## config.mk

```make
export PLATFORM = sky130hd
export DESIGN_NAME = sequenciador_envase
export DESIGN_NICKNAME = d
export VERILOG_FILES = /design/src/rtl/sequenciador_envase.sv
export SDC_FILE = /design/constraint.sdc
export NUM_CORES = 1
export LEC_CHECK = 0
export CAP_MARGIN = 20
export CORE_MARGIN = 8
export CORE_UTILIZATION = 55
export CTS_BUF_LIST = sky130_fd_sc_hd__clkbuf_8 sky130_fd_sc_hd__clkbuf_16
export DETAILED_ROUTE_END_ITERATION = 6
export GPL_ROUTABILITY_DRIVEN = 1
export PLACE_DENSITY = 0.83
export SETUP_SLACK_MARGIN = 0.05
export SYNTH_ARGS = -nofsm -noshare
export SYNTH_HDL_FRONTEND = slang
export SYNTH_SLANG_ARGS = --single-unit
```

## constraint.sdc

```tcl
create_clock -name CLK -period 5.45 [get_ports CLK]
set_clock_uncertainty 0.1 [all_clocks]
set_input_delay 0.545 -clock CLK [delete_from_list [all_inputs] [get_ports CLK]]
set_output_delay 0.545 -clock CLK [all_outputs]
set_load 0.005 [all_outputs]
```

## src/rtl/sequenciador_envase.sv

```systemverilog
// sequenciador_envase: bottling station sequencer that moves, fills, caps and ejects bottles and counts them per batch.
// Ports: CLK/reset (sync, active-high), Start run level, SensorPos bottle in place, SensorNivel level reached;
// Motor/Valvula/Vedacao actuators, ContGarrafas bottles in batch, Lotes batches (saturating at 99),
// LoteCompleto batch pulse, AlarmeNivel fill-timeout fault.
module sequenciador_envase #(
    parameter int FILL_TIMEOUT = 20,
    parameter int CAP_CYCLES   = 4,
    parameter int BATCH_SIZE   = 12
) (
    input  logic       CLK,
    input  logic       reset,
    input  logic       Start,
    input  logic       SensorPos,
    input  logic       SensorNivel,
    output logic       Motor,
    output logic       Valvula,
    output logic       Vedacao,
    output logic [3:0] ContGarrafas,
    output logic [6:0] Lotes,
    output logic       LoteCompleto,
    output logic       AlarmeNivel
);
    typedef enum logic [2:0] {IDLE, MOVE, FILL, CAP, EXIT, FAULT} state_t;
    localparam logic [7:0] FILL_LAST  = 8'(FILL_TIMEOUT - 1);
    localparam logic [7:0] CAP_LAST   = 8'(CAP_CYCLES - 1);
    localparam logic [3:0] BATCH_LAST = 4'(BATCH_SIZE - 1);
    state_t state, ns;
    logic [7:0] t;
    logic bottle, wrap;
    always_comb begin
        ns = IDLE;
        case (state)
            IDLE:    ns = Start ? MOVE : IDLE;
            MOVE:    ns = !Start ? IDLE : SensorPos ? FILL : MOVE;
            FILL:    ns = SensorNivel ? CAP : (t == FILL_LAST) ? FAULT : FILL;
            CAP:     ns = (t == CAP_LAST) ? EXIT : CAP;
            EXIT:    ns = SensorPos ? EXIT : Start ? MOVE : IDLE;
            FAULT:   ns = Start ? FAULT : IDLE;
            default: ns = IDLE;
        endcase
    end
    assign bottle = (state == CAP) && (ns == EXIT);
    assign wrap   = bottle && (ContGarrafas == BATCH_LAST);
    // Outputs are registered from the next state so they track the state register exactly.
    always_ff @(posedge CLK) begin
        if (reset) begin
            state        <= IDLE;
            t            <= 8'd0;
            ContGarrafas <= 4'd0;
            Lotes        <= 7'd0;
            LoteCompleto <= 1'b0;
            Motor        <= 1'b0;
            Valvula      <= 1'b0;
            Vedacao      <= 1'b0;
            AlarmeNivel  <= 1'b0;
        end else begin
            state        <= ns;
            t            <= (ns == state && (state == FILL || state == CAP)) ? t + 8'd1 : 8'd0;
            ContGarrafas <= wrap ? 4'd0 : bottle ? ContGarrafas + 4'd1 : ContGarrafas;
            Lotes        <= (wrap && Lotes != 7'd99) ? Lotes + 7'd1 : Lotes;
            LoteCompleto <= wrap;
            Motor        <= (ns == MOVE) || (ns == EXIT);
            Valvula      <= ns == FILL;
            Vedacao      <= ns == CAP;
            AlarmeNivel  <= ns == FAULT;
        end
    end
endmodule

```

==> results.txt, run 1 <==
- Dividing the detail-routed wire length by the instance count gives 15.3 um.
* Pin count of the biggest net entering global routing: 20
- Core outline area: roughly 2500 um^2
- Average cell area after synthesis: 9.16 um^2
- After synthesis, flip-flops and latches occupy 38.3% of the total area.
- Num Clock Sinks: 27
* Count of distinct cell types in the synthesized netlist: 49
- Placer Congestion: 0.854
* Most common cell after layout, fill and taps aside: sky130_fd_sc_hd__dfxtp_1
- Per report_power, the clock group accounts for between 30% and 40% of the total.
- Simple-gate share of the synthesized area: 34.0%
* Main combinational cell family by area after synthesis: simple AND/OR/NAND/NOR gates
- Startpoint type of the worst setup path: flop
* Wire length after detailed routing: 3050 um
- Timing analysis after detailed placement gives a worst setup slack of 3.07 ns.
* Setup WS post-layout: 3.07 ns
* Max-cap violations: 0
- After synthesis the cells add up to 1410 um^2.
* P_int: roughly 0.00026 W
- Avg Vias per Cell: 6.12
* Xor/xnor share of the synthesized area: 4.34%
- Via count: 1,223
* Crit path kind: reg -> reg
- Counting every net in the synthesized netlist gives 162.
- The first detailed-routing pass took 4 iterations.
- In this run the number of H-tree levels came out at 1.
* Switching share of power: approximately 22%
- For the worst setup path, the data required time is 5.53 ns.
* Outcome: finished, final reports clean
- Horizontal die dimension: 66.7 um
* Wire length of the first global-routing pass: roughly 5200 um
* Antenna viol nets, final: 0
- The die covers 4440 um^2.
- The root buffer cell chosen for the clock tree is sky130_fd_sc_hd__clkbuf_8.
* Power consumption: 0.000334 W
- Count of antenna diodes in the layout: 0
* Proportion of layout cells with a drive suffix above 1: under 10%
- Post-synthesis instance total: 154
* Sequential group share of total power: 60.8%
- Main flop type after synthesis: sky130_fd_sc_hd__dfxtp_1
- Clock slew at reported path FFs: 0.09 ns
* Count of fill cells added during filler insertion: 186
- Summed over all nets, the switching power comes to 0.0000740 W.
- Class of the tightest hold or removal check: reg -> reg
- Net count of the finished layout: 179
* Chip height: 66.7 um
- Commonest non-fill, non-tap cells in the layout: sky130_fd_sc_hd__dfxtp_1, sky130_fd_sc_hd__clkdlybuf4s50_1, sky130_fd_sc_hd__a21oi_1
- For the pin with the worst max-slew slack, the measured transition is 0.714 ns.
- Yosys printed 0 warnings.
* Count of buffers inserted at the top-level ports: 20
- Clock buffers created by TritonCTS: 3
* Max FO, Critical Path: 14
- Reported leakage power: 0.548 nW
- Post-synthesis compound-gate area fraction: about 13%
* Worst slew margin: 52.3%
- The number of antenna violations at the first check in global routing came to 0.
* Period utilisation layout: 43.7%
- Site row count: 18
* Clk Latency, worst-skew pair: approximately 0.26 ns
* Adder and majority cell fraction of the synthesized area: 3.37%
* Dpl hpwl: 2230 um
- Layout overhead on the synthesized area: 17.5%
* Count of hold-fix buffers inserted at cts: 0
* CTS tree: yes
- Shortest period the worst path allows: 2.38 ns
* Power per cell area: about 200 nW/um^2
- No sink is reached through more buffers than the 2 on the longest clock path.
* Data arrival time at the worst-slack endpoint: 2.46 ns
- After clock tree synthesis, the setup repair step added 0 buffers.
* Max frequency: 420 MHz
* Final setup violation count: 0
* Critical Path End Type: flop
- Setup repair after global routing left no endpoint under its margin.
- EDFF count, synth: 0
- The number of hold-slack violations in the final timing report is 0.
* Proportion of register bits with asynchronous set or reset after synthesis: 0%
- Total of flip-flops plus latches after synthesis: 27
* Total global-route track usage: between 10 and 15%
- I/O pin count: 21
- Mux contribution to synthesized area: 2.93%
- In this run, post-CTS repair resized a total of 0 instances.
* Remaining global-route overflow: 0
* Number of global-route vias before repair: 1,232
- After routing, the total negative slack on setup checks comes to 0 ns.
- In the routed design, unresolved DRC markers number 0.
- Once the floorplan was initialized, standard cells occupied a little under three fifths of the core.
- Worst supply voltage drop on vdd: 0.141 mV
* DRT iter0 DRCs: 112
- Power share of the combinational group: under 10%
- The final-report max-slew violation count came to 0.
[final cells by class]
cell class                      instances  area, um^2  share of cell area, %
Clock inverter                          1        3.75                  0.226
Clock buffer                            3        41.3                   2.49
Tap cell                               30        37.5                   2.26
Inverter                                4        15.0                  0.906
Sequential cell                        27         541                   32.6
Timing Repair Buffer                   20         200                   12.1
Multi-Input combinational cell        115         820                   49.4
[through the flow]
step	cells	util (%)	hold slack [ns]	area, um^2
6_report	200	67.5	0.400	1660
3_3_place_gp	196	65.7	0.369	1610
3_5_place_dp	196	65.7	0.385	1610
2_1_floorplan	154	-	0.347	1410
4_1_cts	200	67.5	0.400	1660
5_1_grt	200	67.5	0.440	1660
[logic make-up after synthesis]
group,Yosys count
mux,4
compound gates,29
fa+ha+maj,4
flops,27
buf+inv,12
xor+xnor,7
simple gates,71
[Yosys cell counts (2+ instances only)]
cell | count | area, um^2
sky130_fd_sc_hd__nand2_1 | 4 | 15.0
sky130_fd_sc_hd__nor4b_1 | 2 | 17.5
sky130_fd_sc_hd__and3_1 | 2 | 12.5
sky130_fd_sc_hd__xnor2_1 | 4 | 35.0
sky130_fd_sc_hd__nor3_2 | 2 | 20.0
sky130_fd_sc_hd__nand3_1 | 8 | 40.0
sky130_fd_sc_hd__o31ai_1 | 4 | 30.0
sky130_fd_sc_hd__clkbuf_1 | 3 | 11.3
sky130_fd_sc_hd__nor2b_1 | 4 | 25.0
sky130_fd_sc_hd__or3_1 | 5 | 31.3
sky130_fd_sc_hd__nand4_1 | 5 | 31.3
sky130_fd_sc_hd__dfxtp_1 | 27 | 541
sky130_fd_sc_hd__nor2_1 | 7 | 26.3
sky130_fd_sc_hd__nor3_1 | 8 | 40.0
sky130_fd_sc_hd__inv_1 | 4 | 15.0
sky130_fd_sc_hd__buf_2 | 5 | 25.0
sky130_fd_sc_hd__nor3b_1 | 2 | 15.0
sky130_fd_sc_hd__nand2b_1 | 3 | 18.8
sky130_fd_sc_hd__or4_1 | 4 | 30.0
sky130_fd_sc_hd__mux2i_1 | 3 | 30.0
sky130_fd_sc_hd__ha_1 | 3 | 37.5
sky130_fd_sc_hd__xor2_1 | 3 | 26.3
sky130_fd_sc_hd__o21ai_0 | 6 | 30.0
sky130_fd_sc_hd__nor4bb_1 | 2 | 20.0
sky130_fd_sc_hd__a21oi_1 | 10 | 50.1
[worst max-delay path: stages (launching register included)]
cell and delay (ns):
sky130_fd_sc_hd__dfxtp_1 0.39, sky130_fd_sc_hd__ha_1 0.24, sky130_fd_sc_hd__nor4b_4 0.32, sky130_fd_sc_hd__nand4_1 0.44
sky130_fd_sc_hd__or4_1 0.64, sky130_fd_sc_hd__a21oi_1 0.17
[layer usage]
metal | global-route usage (%) | wire length, um
met5 | 0 | 0
met4 | 4.00 | 19
met3 | 2.18 | 141
met2 | 27.5 | 1590
met1 | 15.7 | 1300
[flip-flops by register name, summed over array words and instances, names as in the netlist]
name and flops:
LoteCompleto 1, ContGarrafas 4, Vedacao 1, t 8
Motor 1, AlarmeNivel 1, state 3, Lotes 7
Valvula 1
[final timing paths]
check | startpoint | endpoint | slack (ns) | depth (start not counted)
min reg2reg | Lotes[6] | Lotes[6] | 0.40 | 2
max reg2reg | t[0] | Lotes[3] | 3.07 | 5
min | Lotes[6] | Lotes[6] | 0.40 | 2
max | t[0] | Lotes[3] | 3.07 | 5
[power groups by stage]
stage,registers (W),logic (W),clock network (W)
2_1_floorplan,0.000205,0.0000154,0
3_3_place_gp,0.000207,0.0000204,0
3_5_place_dp,0.000207,0.0000211,0
4_1_cts,0.000202,0.0000213,0.000112
5_1_grt,0.000203,0.0000237,0.000120
6_report,0.000203,0.0000214,0.000109
Note: power is estimated with default switching activity, not from simulation.
==> run 2, diff against run 1 <==
--- a/config.mk
+++ b/config.mk
@@ -7,11 +7,11 @@
 export LEC_CHECK = 0
 export CAP_MARGIN = 20
 export CORE_MARGIN = 8
-export CORE_UTILIZATION = 55
+export CORE_UTILIZATION = 53
 export CTS_BUF_LIST = sky130_fd_sc_hd__clkbuf_8 sky130_fd_sc_hd__clkbuf_16
 export DETAILED_ROUTE_END_ITERATION = 6
 export GPL_ROUTABILITY_DRIVEN = 1
-export PLACE_DENSITY = 0.83
+export PLACE_DENSITY = 0.8
 export SETUP_SLACK_MARGIN = 0.05
 export SYNTH_ARGS = -nofsm -noshare
 export SYNTH_HDL_FRONTEND = slang
==> constraint.sdc (replaced) <==
create_clock -name CLK -period 2.3 [get_ports CLK]
set_clock_uncertainty 0.1 [all_clocks]
set_input_delay 0.23 -clock CLK [delete_from_list [all_inputs] [get_ports CLK]]
set_output_delay 0.23 -clock CLK [all_outputs]
set_load 0.005 [all_outputs]
==> results.txt, run 2 (same netlist as run 1, synthesis figures left out) <==
* Max FO, Critical Path: 14
- I/O pin count: 21
- Critical path data required time: 2.41 ns
* Site row count: 18
- Wire length of the first global-routing pass: 5450 um
* Commonest non-fill, non-tap cells in the layout: sky130_fd_sc_hd__dfxtp_1, sky130_fd_sc_hd__clkdlybuf4s50_1, sky130_fd_sc_hd__a21oi_1
- H-tree level count: 1
- STA classifies the critical path endpoint as a flop.
- Max FFs per register: 8
- In this run the tool buffered the top-level ports with 20 buffer cells.
* Setup TNS: 0 ns
- Derived from the worst setup path, the maximum achievable clock frequency is approximately 480 MHz.
- In the final layout, the multi-input gates occupy 826 um^2.
- Period utilisation layout: about nine tenths
- The later pin in the worst-skew pair is clocked with a latency of between 0.2 and 0.3 ns.
* Power per cell area: 465 nW/um^2
- Post-DR wirelength/cell: 15.2 um
* Shortest period the worst path allows: 2.08 ns
- DRC violation count after routing: 0
* Horizontal die dimension: 67.6 um
- The die covers around 4600 um^2.
- Number of global-route vias before repair: 1,182
* Most common cell after layout, fill and taps aside: sky130_fd_sc_hd__dfxtp_1
- The layout has 190 filler cells.
* Startpoint type of the worst setup path: flop
- Avg Vias per Cell: 5.96
- Crit. Startpoint: t[0]
- Antenna viol nets, final: 0
- For this design the static power due to leakage is 0.587 nW.
- At the worst endpoint, the arrival time is 2.19 ns.
- Dpl hpwl: 2310 um
- TritonCTS built the clock tree.
* Chip height: 67.6 um
- The tree built by TritonCTS fans out to 27 sinks.
* Proportion of layout cells with a drive suffix above 1: 14.0%
- Layout overhead on the synthesized area: 22.3%
* Reg2reg setup slack: around 0.22 ns
- Core outline area: 2500 um^2
* Registers with the highest flip-flop counts: t (8), Lotes (7), ContGarrafas (4)
- Measured against its own limit, the worst slew margin works out to a little over two thirds.
- The worst setup path is of the reg -> reg kind.
* Count of antenna diodes in the layout: 0
* Final setup violation count: 0
* Most flops, register: t
* Via count: 1,240
- RSZ-0062 raised after global routing: false
- Utilization of the core after routing: 69.0%
- Global routing finished with a remaining overflow of 0.
* Wire length after detailed routing: roughly 3200 um
- Clock slew at reported path FFs: 0.09 ns
* Worst setup endpoint: Lotes[3]
- The net count of the finished layout is 187.
- Pin count of the biggest net entering global routing: 19
- Total global-route track usage: 14.9%
* Number of antenna violations at the first check in global routing: 0
* Class of the tightest hold or removal check: reg -> reg
* Worst supply voltage drop on vdd: 0.406 mV
* Sequential Area: 541 um^2
- The number of hold-slack violations in the final timing report was 0.
- Routability-driven placement finished with a final weighted congestion of 0.741.
- The first detailed-routing pass took 4 iterations.
* Number of cells on the worst reg-to-reg path: 6
- Max-cap violations: 0
- The final-report max-slew violation count was 0.
* Endpoint of the worst register-to-register path: Lotes[3]
* Outcome: finished, final reports clean
- Clock Root Buffer: sky130_fd_sc_hd__clkbuf_8
- The detailed router finished its first iteration with 68 violations.
* R2R Path Start: t[0]
* Starting density of the core: 56.5%
- The clock passes through at most 2 buffers.
* Clock buffers created by TritonCTS: 3
- Worst-Margin Slew: 0.440 ns
[run 2: stage by stage]
stage               power [W]  setup WS [ns]  cell area, um^2  hold WS (ns)  std cells
floorplan            0.000521          0.376             1410         0.347        154
global placement     0.000547          0.276             1670         0.357        203
detailed placement   0.000550          0.250             1670         0.376        203
CTS                  0.000807          0.190             1710         0.389        207
global route         0.000844         0.0591             1730         0.416        208
finish               0.000802          0.220             1730         0.386        208
[run 2: layout make-up]
class / instances / share of cell area, %
Tap cell: 30 / 2.18
Timing Repair Buffer: 28 / 15.1
Inverter: 4 / 0.870
Sequential cell: 27 / 31.3
Clock inverter: 1 / 0.290
Clock buffer: 3 / 2.39
Multi-Input combinational cell: 115 / 47.9
[run 2: how the worst min path moves through the flow]
stage / cells past startpoint / from / to / slack, ns
floorplan: 1 / t[0] / t[0] / 0.35
finish: 1 / t[0] / t[0] / 0.39
global placement: 1 / t[0] / t[0] / 0.36
detailed placement: 1 / t[0] / t[0] / 0.38
global route: 1 / t[0] / t[0] / 0.42
CTS: 1 / t[0] / t[0] / 0.39
[run 2: power by group]
group / switching (W) / internal [W] / leakage (nW)
Combinational: 0.0000304 / 0.0000303 / 0.343
Clock: 0.000142 / 0.000121 / 0.0255
Sequential: 0.00000668 / 0.000472 / 0.218
Total: 0.000179 / 0.000623 / 0.587
[run 2: worst max-delay path: stages (launching register included)]
cell                      delay, ns
sky130_fd_sc_hd__dfxtp_1       0.38
sky130_fd_sc_hd__ha_1          0.23
sky130_fd_sc_hd__nor4b_4       0.32
sky130_fd_sc_hd__nand4_1       0.13
sky130_fd_sc_hd__buf_4         0.20
sky130_fd_sc_hd__or4_1         0.50
sky130_fd_sc_hd__a21oi_1       0.15
[run 2: per-layer routing]
layer	GRT usage, %	vias up	wire (um)
met5	0	-	0
met4	4.70	0	31
met3	2.65	4	154
met2	23.9	20	1540
met1	19.7	591	1440
li1	-	625	-
[run 2: timing repair]
action                     4_1_cts  5_1_grt
hold endpoints to repair         0        0
hold buffers                     0        0
buffers inserted                 0        1
resized for setup                0        1
setup endpoints to repair        0        4
